$ cat src/rtl/obtc_pkg.sv
// Constants, types and the beat-slice helper shared by the 64/256-bit collector and serialiser.
package obtc_pkg;

  localparam int unsigned WORD_W = 64;
  localparam int unsigned LINE_W = 256;
  localparam int unsigned BEATS  = LINE_W / WORD_W;
  localparam int unsigned BEAT_W = $clog2(BEATS);

  typedef logic [WORD_W-1:0] word_t;
  typedef logic [LINE_W-1:0] line_t;
  typedef logic [BEAT_W-1:0] beat_t;

  localparam beat_t LAST_BEAT = beat_t'(BEATS - 1);

  // Beat 0 is the most significant slice, matching the collector's packing order.
  function automatic word_t get_beat(input line_t line, input beat_t beat);
    return word_t'(line >> (WORD_W * (BEATS - 1 - int'(beat))));
  endfunction

endpackage

$ cat src/rtl/fifo_256to64_if.sv
// Write strobe, output stream and status signals of the 256-to-64 FIFO.
interface fifo_256to64_if #(
  parameter int unsigned DEPTH = 4
) ();
  import obtc_pkg::*;

  localparam int unsigned CNT_W = $clog2(DEPTH) + 1;

  logic             we_in;
  line_t            din;
  logic             clr_ovf;
  logic             dout_ready;
  logic             dout_valid;
  word_t            dout;
  logic             dout_last;
  logic             full;
  logic             overflow;
  logic [CNT_W-1:0] count;

  modport master (
    output we_in, din, clr_ovf, dout_ready,
    input  dout_valid, dout, dout_last, full, overflow, count
  );

  modport slave (
    input  we_in, din, clr_ovf, dout_ready,
    output dout_valid, dout, dout_last, full, overflow, count
  );

endinterface

$ cat src/rtl/fifo_256to64.sv
// Ring buffer of 256-bit words re-serialised MSB-first as a 64-bit valid/ready stream,
// with a sticky flag for writes dropped while full.
module fifo_256to64 #(
  parameter int unsigned DEPTH = 4
) (
  input  logic                 clk,
  input  logic                 rst,
  fifo_256to64_if.slave        bus
);
  import obtc_pkg::*;

  localparam int unsigned CNT_W = $clog2(DEPTH) + 1;
  localparam int unsigned PTR_W = $clog2(DEPTH);

  line_t            mem_q [DEPTH];
  logic [PTR_W-1:0] wr_ptr_q, wr_ptr_d;
  logic [PTR_W-1:0] rd_ptr_q, rd_ptr_d;
  beat_t            beat_q, beat_d;
  logic [CNT_W-1:0] count_q, count_d;
  logic             overflow_q, overflow_d;

  logic valid, xfer, pop, accept, drop;

  assign valid  = (count_q != '0);
  assign xfer   = valid && bus.dout_ready;
  assign pop    = xfer && (beat_q == LAST_BEAT);
  // A last-beat pop frees its slot in the same cycle, so a full FIFO can still accept.
  assign accept = bus.we_in && ((count_q < CNT_W'(DEPTH)) || pop);
  assign drop   = bus.we_in && !accept;

  always_comb begin
    wr_ptr_d   = wr_ptr_q;
    rd_ptr_d   = rd_ptr_q;
    beat_d     = beat_q;
    count_d    = count_q;
    overflow_d = overflow_q;

    if (accept) wr_ptr_d = wr_ptr_q + PTR_W'(1);

    if (pop) begin
      beat_d   = '0;
      rd_ptr_d = rd_ptr_q + PTR_W'(1);
    end else if (xfer) begin
      beat_d = beat_q + beat_t'(1);
    end

    unique case ({accept, pop})
      2'b10:   count_d = count_q + CNT_W'(1);
      2'b01:   count_d = count_q - CNT_W'(1);
      default: count_d = count_q;
    endcase

    if (drop)             overflow_d = 1'b1;
    else if (bus.clr_ovf) overflow_d = 1'b0;
  end

  always_ff @(posedge clk or negedge rst) begin
    if (!rst) begin
      wr_ptr_q   <= '0;
      rd_ptr_q   <= '0;
      beat_q     <= '0;
      count_q    <= '0;
      overflow_q <= 1'b0;
    end else begin
      wr_ptr_q   <= wr_ptr_d;
      rd_ptr_q   <= rd_ptr_d;
      beat_q     <= beat_d;
      count_q    <= count_d;
      overflow_q <= overflow_d;
    end
  end

  always_ff @(posedge clk) begin
    if (accept) mem_q[wr_ptr_q] <= bus.din;
  end

  assign bus.dout_valid = valid;
  assign bus.dout       = valid ? get_beat(mem_q[rd_ptr_q], beat_q) : '0;
  assign bus.dout_last  = valid && (beat_q == LAST_BEAT);
  assign bus.full       = (count_q == CNT_W'(DEPTH));
  assign bus.overflow   = overflow_q;
  assign bus.count      = count_q;

endmodule

$ cat src/flat_wrapper.sv
// flat-port wrapper written by rule: the top's interface ports become plain ports
module fifo_256to64_flat import obtc_pkg::*;
#(
  parameter int unsigned DEPTH = 4
)
  (clk, rst, bus_we_in, bus_din, bus_clr_ovf, bus_dout_ready, bus_dout_valid, bus_dout, bus_dout_last, bus_full, bus_overflow, bus_count);
  fifo_256to64_if #(.DEPTH(DEPTH)) bus_i ();
  input  logic clk;
  input  logic rst;
  input wire logic [$bits(bus_i.we_in)-1:0] bus_we_in;
  input wire logic [$bits(bus_i.din)-1:0] bus_din;
  input wire logic [$bits(bus_i.clr_ovf)-1:0] bus_clr_ovf;
  input wire logic [$bits(bus_i.dout_ready)-1:0] bus_dout_ready;
  output wire logic [$bits(bus_i.dout_valid)-1:0] bus_dout_valid;
  output wire logic [$bits(bus_i.dout)-1:0] bus_dout;
  output wire logic [$bits(bus_i.dout_last)-1:0] bus_dout_last;
  output wire logic [$bits(bus_i.full)-1:0] bus_full;
  output wire logic [$bits(bus_i.overflow)-1:0] bus_overflow;
  output wire logic [$bits(bus_i.count)-1:0] bus_count;
  assign bus_i.we_in = bus_we_in;
  assign bus_i.din = bus_din;
  assign bus_i.clr_ovf = bus_clr_ovf;
  assign bus_i.dout_ready = bus_dout_ready;
  assign bus_dout_valid = bus_i.dout_valid;
  assign bus_dout = bus_i.dout;
  assign bus_dout_last = bus_i.dout_last;
  assign bus_full = bus_i.full;
  assign bus_overflow = bus_i.overflow;
  assign bus_count = bus_i.count;
  fifo_256to64 #(.DEPTH(DEPTH)) u_core (.clk(clk), .rst(rst), .bus(bus_i));
endmodule
$ cat config.mk
export PLATFORM = sky130hd
export DESIGN_NAME = fifo_256to64_flat
export DESIGN_NICKNAME = d
export VERILOG_FILES = /design/src/rtl/obtc_pkg.sv /design/src/rtl/fifo_256to64_if.sv /design/src/rtl/fifo_256to64.sv /design/src/flat_wrapper.sv
export SDC_FILE = /design/constraint.sdc
export NUM_CORES = 1
export LEC_CHECK = 0
export BUFFER_PORTS_ARGS = -buffer_cell sky130_fd_sc_hd__buf_2
export CORE_AREA = 2 2 297 226
export DETAILED_ROUTE_END_ITERATION = 8
export DIE_AREA = 0 0 299 228
export PLACE_DENSITY_LB_ADDON = 0.3
export SKIP_LAST_GASP = 1
export SYNTH_ARGS = -nofsm -noshare
export SYNTH_HDL_FRONTEND = slang
export SYNTH_SLANG_ARGS = --single-unit
export TNS_END_PERCENT = 20
$ cat constraint.sdc
create_clock -name clk -period 12.4 [get_ports clk]
set_input_delay 1.24 -clock clk [delete_from_list [all_inputs] [get_ports clk]]
set_output_delay 1.24 -clock clk [all_outputs]
set_load 0.02 [all_outputs]
---- Word level (Yosys, flattened, before mapping) ----
Memories as Yosys holds them, arrays and structs flattened.
Cells that the tools add are included.
storage, ports and cells
  register bits ........................... 10
  RAM bits ................................ 1024
  bits of input ports ..................... 261
  output and inout port bits .............. 71
  word-level logic and storage cells ...... 37
  memories kept ........................... 1
cells by class
  $add $sub $neg .......................... 6
  magnitude comparators ................... 1
  eq/ne operators ......................... 4
  shifts and indexed selects .............. 1
  mux-type cells .......................... 8
  reductions and logical operators ........ 11
memory list
  memory        depth  bits a word  read ports  clocked after Yosys merged registers in  wr ports  line                text
  u_core.mem_q  4      256          1           0                                        1         fifo_256to64.sv:15  line_t mem_q [DEPTH];
operators by type and width
  cell                                              count
  right shift 256 x 32 -> 64 bit                    1
  two-way mux 64 bit                                1
  adder 2 x 1 -> 2 bit, second input constant       3
  case mux 3 bit (2 select lines)                   1
  nonzero test 2 bit                                3
  logical AND 1 bit                                 5
  == test 2 bit, second input constant              2
  two-way mux 1 bit                                 4
  two-way mux 2 bit                                 2
  adder 3 x 1 -> 3 bit, second input constant       1
  == test 3 bit, second input constant              1
  < comparator 3 bit, second input constant         1
  nonzero test 3 bit                                1
  subtractor 2 x 2 -> 3 bit, first input constant   1
  subtractor 3 x 1 -> 3 bit, second input constant  1
  == test 2 x 1 -> 1 bit, second input constant     1
  zero test 1 bit                                   1
  logical OR 1 bit                                  1

---- Longest topological paths before layout ----
  depth after elaboration ................. 8
  gate-level depth with buffers ........... 10
  depth with buffers taken out ............ 10

---- Worst setup path before layout ----
Ideal clock, no wire load.
  path type ............................... in2reg
  start ................................... input bus_dout_ready
  end ..................................... memory u_core.mem_q[0][0] (netlist name), enable pin
  setup time .............................. 649 ps
  arrival time ............................ 7528 ps
  data required time ...................... 11751 ps
  slack ................................... 4223 ps
  cell stages on the path ................. 3
  path buffers ............................ 0
  cells stage by stage .................... nand2_1 -> a21boi_1 -> and2_1
on the way
  word-level cells in the longest chain between the ends .. 6
RTL lines
  element                                  line                text
  start, declared                          flat_wrapper.sv:13  input wire logic [$bits(bus_i.dout_ready)-1:0] bus_dout_ready;
  logical AND 1 bit                        fifo_256to64.sv:25  assign xfer = valid && bus.dout_ready;
  logical AND 1 bit                        fifo_256to64.sv:26  assign pop = xfer && (beat_q == LAST_BEAT);
  logical OR 1 bit                         fifo_256to64.sv:28  assign accept = bus.we_in && ((count_q < CNT_W'(DEPTH)) || pop);
  logical AND 1 bit                        fifo_256to64.sv:28
  two-way mux 1 bit                        fifo_256to64.sv:74  if (accept) mem_q[wr_ptr_q] <= bus.din;
  two-way mux 1 bit (implied by the code)  fifo_256to64.sv:74
  end, declared                            fifo_256to64.sv:15
No other way between the ends.

---- Final worst setup path ----
  start ................................... register u_core.rd_ptr_q[0]
  end ..................................... output bus_dout[13]
on the way
  word-level cells in the longest chain between the ends .. 3
RTL lines
  element                         line                text
  start, declared                 fifo_256to64.sv:17  logic [PTR_W-1:0] rd_ptr_q, rd_ptr_d;
  start signal, assigned          fifo_256to64.sv:66  rd_ptr_q <= rd_ptr_d;
  memory read (4 x 256 bit)       -
  right shift 256 x 32 -> 64 bit  obtc_pkg.sv:17      return word_t'(line >> (WORD_W * (BEATS - 1 - int'(beat))));
  two-way mux 64 bit              fifo_256to64.sv:78  assign bus.dout = valid ? get_beat(mem_q[rd_ptr_q], beat_q) : '0;
  end, declared                   flat_wrapper.sv:15  output wire logic [$bits(bus_i.dout)-1:0] bus_dout;
No other way between the ends.

==> flow_metrics.tcl <==
set metrics [dict create \
    status "completed" \
    port_buffers 331 \
    fin_setup_tns_ns 0 \
    finalPower_uw 10500 \
    required_ns 11.16 \
    die_h_um 228 \
    grt-ovfl-total 0 \
    reg2reg_from "u_core.beat_q[0]$_DFFE_PN0P_" \
    finalCriticalPeriod_ns 6.08 \
    p_sw_share_pct 31.1 \
    wire_per_inst_um 26.4 \
    dp.cells 2768 \
    clock_sinks 1034 \
    fin_hold_ws_ns 0.463 \
    ir_drop_mv 0.220 \
    remaining_drc_errors 0 \
    num_vias 18000 \
    path_class "reg2out" \
    crit_fanout 53 \
    syn_nets 1888 \
    seq_area_mm2 0.0310 \
    synth_top_area_share_pct 79.2 \
    synth.avg_cell_area_um2 24.0 \
    nets 2250 \
    synthCells 1620 \
    cts_max_path_buffers 3 \
    cts_root_buf "clkbuf_16" \
    power_density_mw_per_mm2 238 \
    hp-class "in2async" \
    synth_seq_cells 1034 \
    postCtsHoldBufs 0 \
    vias_per_cell 6.10 \
    core_region_area_mm2 0.0657 \
    cts_setup_buffers 0 \
    fin_skew_ns 0.0292 \
    grt_pass1_wl_um 117000 \
    grt_max_degree 157 \
    pwr-share-clk_pct 26.2 \
    r2r_cells 5 \
    pwr-share-seq_pct 44.2 \
    synth.largest_area_cell "edfxtp_1" \
    multiInputGateArea_mm2 0.00733 \
    combPwrFrac_pct 29.6 \
    worst_setup_path_start_kind "register" \
    fmax_mhz 164 \
    rsz0062_at_grt "false" \
    first_global_vias 18800 \
    cts.repair.resized 0 \
    drv_cap 0 \
    fin_util_pct 67.5 \
    start_util_pct 59.1 \
    rows 82 \
    gp_congestion 0.753 \
    setup_violations 0 \
    ant_nets 0 \
    final_cells 2955 \
    final_hold_viol_count 0 \
    antenna_found_initial 27 \
    grt_usage_pct 23.1 \
    pin_count 332 \
    clk_pin_slew_ns 0.07 \
    yosys.cell_count.top_type "edfxtp_1" \
    timing.rr.end "u_core.mem_q[2][144]$_DFFE_PP_" \
    critPathArrivalTime_ns 4.84 \
    seq_area_frac_synth_pct 79.9 \
    drive_gt1_share_pct 36.4 \
    cts_buffers 94 \
    dieWidth_um 299 \
    drt-total-wl_um 77900 \
    fillerInstances 4053 \
    cts_tree "yes" \
    dr.pass1.iters 5 \
    power.leakage_uw 0.0146 \
    ys.flop_type "edfxtp_1" \
    dieArea_mm2 0.0682 \
    drv_slew 0 \
    power.internal_uw 7250 \
    h-tree-depth 3 \
    synth_area_leaders "edfxtp_1, mux4_2, a22oi_1" \
    clk_latency_ns 0.65 \
    tightest_slew_ns 1.19 \
    synth_edf_count 1024 \
    reg2reg_slack_ns 8.69 \
    switching_power_uw 3280 \
    setup.worst_path.end_class "output pin" \
    drtIter0Drc 1779 \
    yosysWarnings 0 \
    hpwl_um 43500 \
    ys_types 34 \
    netlist_area_mm2 0.0388 \
    synthArstFlopShare_pct 0.967 \
    min_period_over_period_pct 49.0 \
    slew_headroom_pct 20.8 \
    areaGrowthSynthToFinish_pct 14.3 \
    ys_top_cells_by_count "edfxtp_1, mux4_2, a22oi_1" \
]
==> sequential cells by signal, summed over array words and instances, names as in the netlist <==
signal	cells
u_core.bus.count	3
u_core.beat_q	2
u_core.wr_ptr_q	2
u_core.rd_ptr_q	2
u_core.mem_q	1024
u_core.bus.overflow	1
==> placed cells by master (no fill, tap or decap), drive strengths merged <==
| master | count |
|---|---|
| edfxtp | 1024 |
| mux4 | 254 |
| nor2b | 1 |
| bufinv | 4 |
| diode | 13 |
| buf | 352 |
| inv | 13 |
| a2111oi | 1 |
| a21o | 1 |
| clkinv | 40 |
| nor3 | 3 |
| nor2 | 2 |
| a21boi | 1 |
| a22oi | 127 |
| dfrtp | 10 |
| nor3b | 2 |
| fa | 1 |
| ha | 6 |
| xnor2 | 3 |
| mux2 | 1 |
| nand3b | 2 |
| clkbuf | 123 |
| clkinvlp | 2 |
| o21ai | 2 |
| and2 | 5 |
| nand2 | 67 |
| o41ai | 1 |
| nand3 | 3 |
| xor2 | 3 |
| and3 | 2 |
| mux2i | 4 |
==> area by class of cell <==
type	count	area share, %
Clock inverter	51	1.03
Multi-Input combinational cell	492	16.5
Tap cell	882	2.49
Sequential cell	1034	69.9
Clock buffer	123	5.66
Timing Repair Buffer	352	4.23
Inverter	8	0.0677
Antenna cell	13	0.0734
==> worst max-delay path, cell delays in order, from the launching register on <==
cell	delay, ns
dfrtp_4	1.07
buf_4	0.92
buf_4	0.91
mux4_2	0.61
a22oi_1	0.28
nand2_1	0.12
buf_2	0.17
==> metrics by stage <==
stage | setup slack (ns) | instance area (µm²)
2_1_floorplan | 4.22 | 38800
3_3_place_gp | 6.90 | 41300
3_5_place_dp | 6.86 | 41300
4_1_cts | 6.14 | 44300
5_1_grt | 5.81 | 44300
6_report | 6.32 | 44400
==> per-layer routing <==
layer | up-vias | part of all wire (%) | track usage (%) | wire (µm)
met5 | - | 0.26 | 0 | 202
met4 | 32 | 2.2 | 6.36 | 1710
li1 | 7706 | - | - | -
met3 | 139 | 7.1 | 5.23 | 5560
met1 | 9444 | 40 | 32.1 | 30900
met2 | 690 | 51 | 37.5 | 39600
==> worst max-delay path by stage <==
stage | startpoint | to | slack, ns | cells after the start
floorplan | bus_dout_ready | u_core.mem_q[0][0]$_DFFE_PP_ | 4.22 | 3
global placement | u_core.rd_ptr_q[0]$_DFFE_PN0P_ | bus_dout[1] | 6.90 | 6
detailed placement | u_core.rd_ptr_q[0]$_DFFE_PN0P_ | bus_dout[1] | 6.86 | 6
CTS | u_core.rd_ptr_q[0]$_DFFE_PN0P_ | bus_dout[1] | 6.14 | 6
global route | u_core.rd_ptr_q[0]$_DFFE_PN0P_ | bus_dout[1] | 5.81 | 6
finish | u_core.rd_ptr_q[0]$_DFFE_PN0P_ | bus_dout[13] | 6.32 | 6
==> kinds of logic (layout without fill, tap and decap cells) <==
logic type                 after synthesis  in the layout  synth area share [%]
AOI/OAI and AO/OA                      133            133                  2.57
xor gates and xnor gates                 6              6                 0.135
adders and majority gates                7              7                 0.245
buffers and inverters                   94            534                  1.31
DFF                                   1034           1034                  79.9
muxes                                  259            259                  14.9
other                                    0             13                     0
and+or+nand+nor                         87             87                 0.993
==> power groups by stage <==
stage                     Clock [µW]  Sequential (µW)  Combinational, µW
final                           2760             4650               3120
after global routing            2940             4700               3340
after CTS                       2810             4660               3180
after detailed placement           0             4730               3160
after global placement             0             4690               3130
after floorplan                    0             4730               2300
(Power assumes the default switching activity.)
